$ cat src/rtl/random_arbiter_pkg.sv
// Shared types and constants for the random arbiter: FSM states, LFSR geometry
// and the Fibonacci feedback polynomial x^16 + x^14 + x^13 + x^11 + 1.
package random_arbiter_pkg;

    localparam int          LFSR_WIDTH   = 16;
    localparam logic [15:0] DEFAULT_SEED = 16'hACE1;

    localparam int TAP_A = 15;
    localparam int TAP_B = 13;
    localparam int TAP_C = 12;
    localparam int TAP_D = 10;

    typedef enum logic [1:0] {
        IDLE,
        SAMPLE,
        SCALE
    } state_t;

    function automatic logic [LFSR_WIDTH-1:0] lfsr_next(input logic [LFSR_WIDTH-1:0] s);
        return {s[LFSR_WIDTH-2:0], s[TAP_A] ^ s[TAP_B] ^ s[TAP_C] ^ s[TAP_D]};
    endfunction

endpackage

$ cat src/rtl/random_lfsr16.sv
// Free-running 16-bit LFSR with a free-running cycle counter that is folded into
// the state on each rising edge of the entropy strobe.
module random_lfsr16
    import random_arbiter_pkg::*;
#(
    parameter logic [LFSR_WIDTH-1:0] SEED = DEFAULT_SEED
) (
    input  logic                  clk,
    input  logic                  resetN,
    input  logic                  seed_event,
    output logic [LFSR_WIDTH-1:0] lfsr
);

    logic [LFSR_WIDTH-1:0] r_lfsr;
    logic [LFSR_WIDTH-1:0] r_cnt;
    logic                  r_seed_d;
    logic [LFSR_WIDTH-1:0] w_next;
    logic [LFSR_WIDTH-1:0] w_mixed;

    assign w_next  = lfsr_next(r_lfsr);
    assign w_mixed = w_next ^ r_cnt;

    always_ff @(posedge clk or negedge resetN) begin
        if (!resetN) begin
            r_lfsr   <= SEED;
            r_cnt    <= '0;
            r_seed_d <= 1'b0;
        end else begin
            r_cnt    <= r_cnt + 1'b1;
            r_seed_d <= seed_event;
            // An all-zero state would lock the LFSR up, so fall back to the seed.
            if (seed_event && !r_seed_d) begin
                r_lfsr <= (w_mixed == '0) ? SEED : w_mixed;
            end else begin
                r_lfsr <= w_next;
            end
        end
    end

    assign lfsr = r_lfsr;

endmodule

$ cat src/rtl/random_arbiter.sv
// Round-robin arbiter that hands out LFSR samples to NUM_REQ requesters, each
// scaled into 0..range_max[i], with a one-cycle ack per grant.
module random_arbiter
    import random_arbiter_pkg::*;
#(
    parameter int                    NUM_REQ   = 4,
    parameter int                    SIZE_BITS = 8,
    parameter logic [LFSR_WIDTH-1:0] LFSR_SEED = 16'hACE1
) (
    input  logic                                clk,
    input  logic                                resetN,
    input  logic                                seed_event,
    input  logic [NUM_REQ-1:0]                  req,
    input  logic [NUM_REQ-1:0][SIZE_BITS-1:0]   range_max,
    output logic [NUM_REQ-1:0]                  ack,
    output logic [SIZE_BITS-1:0]                dout,
    output logic [$clog2(NUM_REQ)-1:0]          grant_idx,
    output logic                                busy
);

    localparam int IDXW = $clog2(NUM_REQ);
    localparam int PW   = 2 * SIZE_BITS + 1;

    state_t                r_state;
    state_t                w_state_next;
    logic [IDXW-1:0]       r_grant;
    logic [IDXW-1:0]       r_ptr;
    logic [SIZE_BITS-1:0]  r_raw_q;
    logic [SIZE_BITS-1:0]  r_dout;
    logic [NUM_REQ-1:0]    r_ack;
    logic [LFSR_WIDTH-1:0] w_lfsr;
    logic                  w_any;
    logic [IDXW-1:0]       w_pick;
    logic [PW-1:0]         w_prod;

    random_lfsr16 #(
        .SEED(LFSR_SEED)
    ) u_lfsr (
        .clk       (clk),
        .resetN    (resetN),
        .seed_event(seed_event),
        .lfsr      (w_lfsr)
    );

    // Walk downward so the candidate closest to the pointer is the last one written.
    always_comb begin
        w_any  = 1'b0;
        w_pick = '0;
        for (int k = NUM_REQ - 1; k >= 0; k--) begin
            if (req[IDXW'((int'(r_ptr) + k) % NUM_REQ)]) begin
                w_any  = 1'b1;
                w_pick = IDXW'((int'(r_ptr) + k) % NUM_REQ);
            end
        end
    end

    // (range_max + 1) needs SIZE_BITS+1 bits so the all-ones bound returns raw_q unchanged.
    assign w_prod = PW'(r_raw_q) * (PW'(range_max[r_grant]) + PW'(1));

    always_ff @(posedge clk or negedge resetN) begin
        if (!resetN) begin
            r_state <= IDLE;
        end else begin
            r_state <= w_state_next;
        end
    end

    always_comb begin
        w_state_next = r_state;
        case (r_state)
            IDLE:    if (w_any) w_state_next = SAMPLE;
            SAMPLE:  w_state_next = req[r_grant] ? SCALE : IDLE;
            SCALE:   w_state_next = IDLE;
            default: w_state_next = IDLE;
        endcase
    end

    always_ff @(posedge clk or negedge resetN) begin
        if (!resetN) begin
            r_grant <= '0;
            r_ptr   <= '0;
            r_raw_q <= '0;
            r_dout  <= '0;
            r_ack   <= '0;
        end else begin
            r_ack <= '0;
            case (r_state)
                IDLE: begin
                    if (w_any) r_grant <= w_pick;
                end
                SAMPLE: begin
                    if (req[r_grant]) r_raw_q <= SIZE_BITS'(w_lfsr);
                end
                SCALE: begin
                    r_dout <= SIZE_BITS'(w_prod >> SIZE_BITS);
                    r_ack  <= NUM_REQ'(1) << r_grant;
                    r_ptr  <= (r_grant == IDXW'(NUM_REQ - 1)) ? '0 : r_grant + 1'b1;
                end
                default: ;
            endcase
        end
    end

    assign ack       = r_ack;
    assign dout      = r_dout;
    assign grant_idx = r_grant;
    assign busy      = (r_state != IDLE);

endmodule

$ cat config.mk
export PLATFORM = sky130hd
export DESIGN_NAME = random_arbiter
export DESIGN_NICKNAME = d
export VERILOG_FILES = /design/src/rtl/random_arbiter_pkg.sv /design/src/rtl/random_lfsr16.sv /design/src/rtl/random_arbiter.sv
export SDC_FILE = /design/constraint.sdc
export NUM_CORES = 1
export LEC_CHECK = 0
export CAP_MARGIN = 10
export CORE_MARGIN = 8
export CORE_UTILIZATION = 53
export DETAILED_ROUTE_END_ITERATION = 6
export GPL_TIMING_DRIVEN = 0
export PLACE_DENSITY_LB_ADDON = 0.3
export SKIP_CTS_REPAIR_TIMING = 1
export SYNTH_ARGS = -nofsm -noshare
export SYNTH_HDL_FRONTEND = slang
export SYNTH_HIERARCHICAL = 1
export SYNTH_SLANG_ARGS = --single-unit
$ cat constraint.sdc
create_clock -name clk -period 5.44 [get_ports clk]
set_clock_uncertainty 0.2 [all_clocks]
set_input_delay 0.544 -clock clk [delete_from_list [all_inputs] [get_ports clk]]
set_output_delay 0.544 -clock clk [all_outputs]
set_load 0.05 [all_outputs]
# Yosys cells after proc, flatten, opt, wreduce, memory -nomap -nowiden
# Index checks and enable logic that the tools add are counted.
# word_totals
register_bits	59
latchBits	0
ram_bits	0
rom_bits	0
inputBits	39
memories	0
# classes
n_addsub	6
multipliers	1
n_div	0
magnitude_cmp	5
eq_ne	4
n_shift	1
muxes	31
bitwise	4
n_reduce_logical	7
# ops
op	count
$mux W16	2
$add A16 B1 Y16 const B	1
$bmux W8 S2	1
$logic_not A16 Y1	1
$lt A2 B4 Y1 const B	4
$mul A8 B9 Y16	1
$xor A16 B16 Y16	1
$mux W2	7
$mux W1	13
$bmux W1 S2	5
$add A8 B1 Y9 const B	1
$mux W8	1
$add A2 B1 Y2 const B	2
$add A2 B2 Y2 const B	2
$eq A2 B2 Y1 const B	2
$mux W4	1
$pmux W2 S2	1
$reduce_and A2 Y1	2
$shl A1 B2 Y4 const A	1
$lt A2 B3 Y1 const B	1
$xor A1 B1 Y1	3
$eq A2 B1 Y1 const B	1
$logic_not A2 Y1	1
$ne A2 B2 Y1 const B	1
3 further kinds	3

# Longest topological paths before layout
# depth
word_depth	10
ltp_mapped	21
ltp_nobuf	20

# By module
# Netlist, hierarchy kept.
# by_module_without_submodules
mod	n_inst	cells_each	area_per_inst_um2
random_arbiter	1	368	3573.4
random_lfsr16	1	154	1702.9

# Least setup slack after synthesis
# OpenSTA, ideal clock, no wires.
# synth_timing
kind	flip-flop to flip-flop
start	register r_grant[0] (netlist: grant_idx[0])
end	register r_dout[6] (netlist: dout[6])
setup_time_ns	0.128
arrival_time_ns	5.711
required_time_ns	5.112
slack_ns	-0.599
stages_incl_launch_ff	19
n_path_buf	1
cell_sequence	dfrtp_1 > buf_6 > mux4_1 > ha_1 > nand4_1 > xor2_1 > nor2b_1 > fa_1 > fa_1 > fa_1 > inv_1 > fa_1 > inv_1 > ha_1 > a211oi_1 > nand3_4 > a31oi_2 > mux2i_1 > nand3_1
# synth_via
elab_chain_cells	4
# synth_rtl
item	line_no	text
start: declaration	random_arbiter.sv:26	logic [IDXW-1:0] r_grant;
start signal: assignment	random_arbiter.sv:89	if (w_any) r_grant <= w_pick;
$bmux W8 S2	random_arbiter.sv:58	assign w_prod = PW'(r_raw_q) * (PW'(range_max[r_grant]) + PW'(1));
$mux W8 (implied by the code)	random_arbiter.sv:58	
$add A8 B1 Y9	random_arbiter.sv:58	
$mul A8 B9 Y16	random_arbiter.sv:58	
end signal: assignment	random_arbiter.sv:95	r_dout <= SIZE_BITS'(w_prod >> SIZE_BITS);
end: declaration	random_arbiter.sv:29	logic [SIZE_BITS-1:0] r_dout;
# No other way between the ends. The select of a mux whose other input is x is not followed.
# A chain may end at the register's enable or synchronous reset.

# Worst setup path in the final report
# layout_timing
start	input range_max[18] in the netlist's numbering
end	register r_dout[6] (netlist: dout[6])
# layout_via
elab_chain_cells	4
# layout_rtl
item	line_no	text
start: declaration	random_arbiter.sv:14	input logic [NUM_REQ-1:0][SIZE_BITS-1:0] range_max,
$bmux W8 S2	random_arbiter.sv:58	
$mux W8 (implied by the code)	random_arbiter.sv:58	
$add A8 B1 Y9	random_arbiter.sv:58	
$mul A8 B9 Y16	random_arbiter.sv:58	
# No other way between the ends. The select of a mux whose other input is x is not followed.

==> impl_metrics.tcl <==
set metrics [dict create \
    place_congestion 0.838 \
    detail_route.wl_per_cell_um 16.3 \
    vias 4027 \
    cts_buffer_depth 2 \
    cp_max_fo 5 \
    critPathArrivalTime_ns 5.61 \
    finalCritPeriodShare_pct 103 \
    htree_num_levels 3 \
    route.detailed.drc 0 \
    grt_use_total_pct 18.7 \
    final_layout_size_suffix_gt1_share_pct 17.5 \
    port_buffers 53 \
    grt_max_degree 33 \
    drv_cap 0 \
    via_per_inst 5.41 \
    syn_nets 639 \
    final_hold_viol_count 0 \
    layout_common_cells "60 x nand2_1, 49 x dfrtp_1, 47 x clkdlybuf4s50_1, 40 x inv_1, 39 x fa_1" \
    worstSetupEndpointType "register" \
    postPlaceCellArea_um2 6150 \
    cts_tree "yes" \
    drv_slew 0 \
    drt_first_pass_iters 4 \
    io_pins 54 \
    finalCriticalPeriod_ns 5.59 \
    path_clk_slew_ns 0.07 \
    start_kind "input pin" \
    syn_inst 522 \
    slowest_delay_ns 0.55 \
    ys_seq_elements 59 \
    synth_edf_count 0 \
    area_delta_synth_final_pct 26.0 \
    synth_cell_types 50 \
    gr-total-overflow 0 \
    path_common_cell "fa_1" \
    hpwl_um 9230 \
    synth_seq_area_share_pct 28.2 \
    relSlewSlack_pct 53.4 \
    fmax_mhz 179 \
    tightestPinTransition_ns 0.698 \
    hold_class "input pin to asynchronous set/reset pin" \
    grt_pass1_vias 4178 \
    wl_um 12100 \
    stdcell_area_um2 6650 \
    fin_ws_ns -0.151 \
    clk_latency_ns 0.33 \
    crit_required_ns 5.45 \
    syn_area_um2 5280 \
    setup_viol 7 \
    start_util_pct 54.2 \
    die_w_um 116 \
    cts_sinks 59 \
    cts_made_buffers 9 \
    cts_root_buf "clkbuf_8" \
    fin_nets 724 \
    grt_pass1_wl_um 19600 \
    rsz0062_at_grt "true" \
    path_cells "clkdlybuf4s50_1, mux4_2, and2_4, and4_4, xnor2_4, nand2b_4, fa_1, fa_1, inv_2, fa_1, fa_1, ha_4, o21a_1, o21ai_4, buf_6, nand2b_4, a31oi_4, mux2i_1, nand3_1" \
    dieArea_um2 13400 \
    critical_path.slowest_cell "fa_1" \
    final_common_cell "nand2_1" \
    violations "setup timing" \
    synthFlopType "dfrtp_1" \
    synth.avg_cell_area_um2 10.1 \
    fp.dieH_um 116 \
    antenna_found_initial 0 \
    ys_warn_count 6 \
    crit_type "input pin to register" \
    status "complete, but fails checks" \
    core_um2 9730 \
    num_rows 36 \
    postRouteAntennaNets 0 \
    antenna_cells 0 \
    async_flop_share_pct 100 \
    drt_iter0_drc 221 \
    nFillCells 758 \
]
cells by family after synthesis:
family / synth area share (%)
muxes: 4.86
AOI/OAI and AO/OA: 6.28
and+or+nand+nor: 21.8
xor gates and xnor gates: 9.58
buffers and inverters: 5.15
adders and majority gates: 24.2
DFF: 28.2
critical path: cells and delay by family:
kind            cells  cell delay (ns)
simple gates        5             0.75
compound gates      3             0.57
buf+inv             3             0.57
xor+xnor            1             0.24
mux                 2             0.72
fa+ha+maj           5             2.20
Yosys cell counts (2+ instances only):
master | number | share of area (%)
o21ai_0 | 7 | 0.66
a21oi_1 | 7 | 0.66
xnor2_1 | 38 | 6.3
nand4_1 | 8 | 0.95
nor3_1 | 3 | 0.28
nor2b_1 | 38 | 4.5
dfrtp_1 | 51 | 24
and2_1 | 21 | 2.5
nand4b_1 | 3 | 0.50
nand2_1 | 61 | 4.3
inv_1 | 46 | 3.3
clkbuf_1 | 9 | 0.64
a211oi_1 | 8 | 1.1
fa_1 | 40 | 15
ha_1 | 38 | 9.0
mux4_1 | 7 | 3.5
and2b_1 | 5 | 0.71
a21o_1 | 3 | 0.43
buf_6 | 5 | 1.1
o21ai_1 | 12 | 1.1
xor2_1 | 16 | 2.7
nor3b_1 | 11 | 1.6
nand3_1 | 12 | 1.1
mux2i_1 | 5 | 0.95
dfstp_2 | 8 | 4.0
xnor2_2 | 2 | 0.62
and3_1 | 4 | 0.47
a31oi_1 | 2 | 0.24
nor2_1 | 12 | 0.85
nand2b_1 | 19 | 2.3
and4_1 | 2 | 0.33
final timing paths:
check	to	slack, ns	startpoint	depth (start not counted)
worst min-delay path	dout[1]	0.05	resetN	1
worst max-delay path	dout[6]	-0.15	range_max[18]	19
max in group asynchronous	u_lfsr/lfsr[6]	4.32	resetN	2
min in group clk	dout[3]	0.29	dout[3]	2
worst max register to register	dout[6]	-0.12	grant_idx[0]	20
worst min register to register	dout[3]	0.29	dout[3]	2
metal layers:
| metal | wire (um) | GRT usage, % | vias to the layer above |
|---|---|---|---|
| li1 | - | - | 1887 |
| met1 | 4830 | 21.5 | 2030 |
| met2 | 6560 | 33.7 | 89 |
| met3 | 445 | 3.28 | 21 |
| met4 | 282 | 7.09 | 0 |
| met5 | 0 | 0 | - |
final cells by class:
cell class / count / area (um2) / area share, %
repair buffers: 74 / 728 / 11.0
clock buffers: 11 / 141 / 2.13
well taps: 133 / 166 / 2.50
plain buffers: 15 / 101 / 1.52
multi-input cells: 401 / 3810 / 57.4
clock inverters: 5 / 30.0 / 0.452
inverters: 47 / 176 / 2.65
flip-flops and latches: 59 / 1490 / 22.4
sequential cells by signal, summed over array words and instances (netlist names):
name / flops
ack: 4
dout: 8
grant_idx: 2
r_ptr: 2
r_raw_q: 8
r_state: 2
u_lfsr/lfsr: 16
u_lfsr/r_cnt: 16
u_lfsr/r_seed_d: 1
per-stage QoR:
| stage | hold WS, ns | cells | TNS (ns) | util, % | worst slack, ns |
|---|---|---|---|---|---|
| after floorplan | 0.0484 | 522 | -0.0243 | - | -0.0243 |
| after global placement | 0.272 | 708 | -4.62 | 63.1 | -0.640 |
| after detailed placement | 0.274 | 709 | -4.84 | 63.2 | -0.666 |
| after CTS | 0.0612 | 725 | -2.71 | 65.0 | -0.414 |
| after global routing | 0.0821 | 745 | -1.93 | 68.3 | -0.313 |
| final | 0.0538 | 745 | -0.588 | 68.3 | -0.151 |
Power is not shown: default switching activity piles up to over one toggle a cycle in this logic, so the estimate is an artifact.
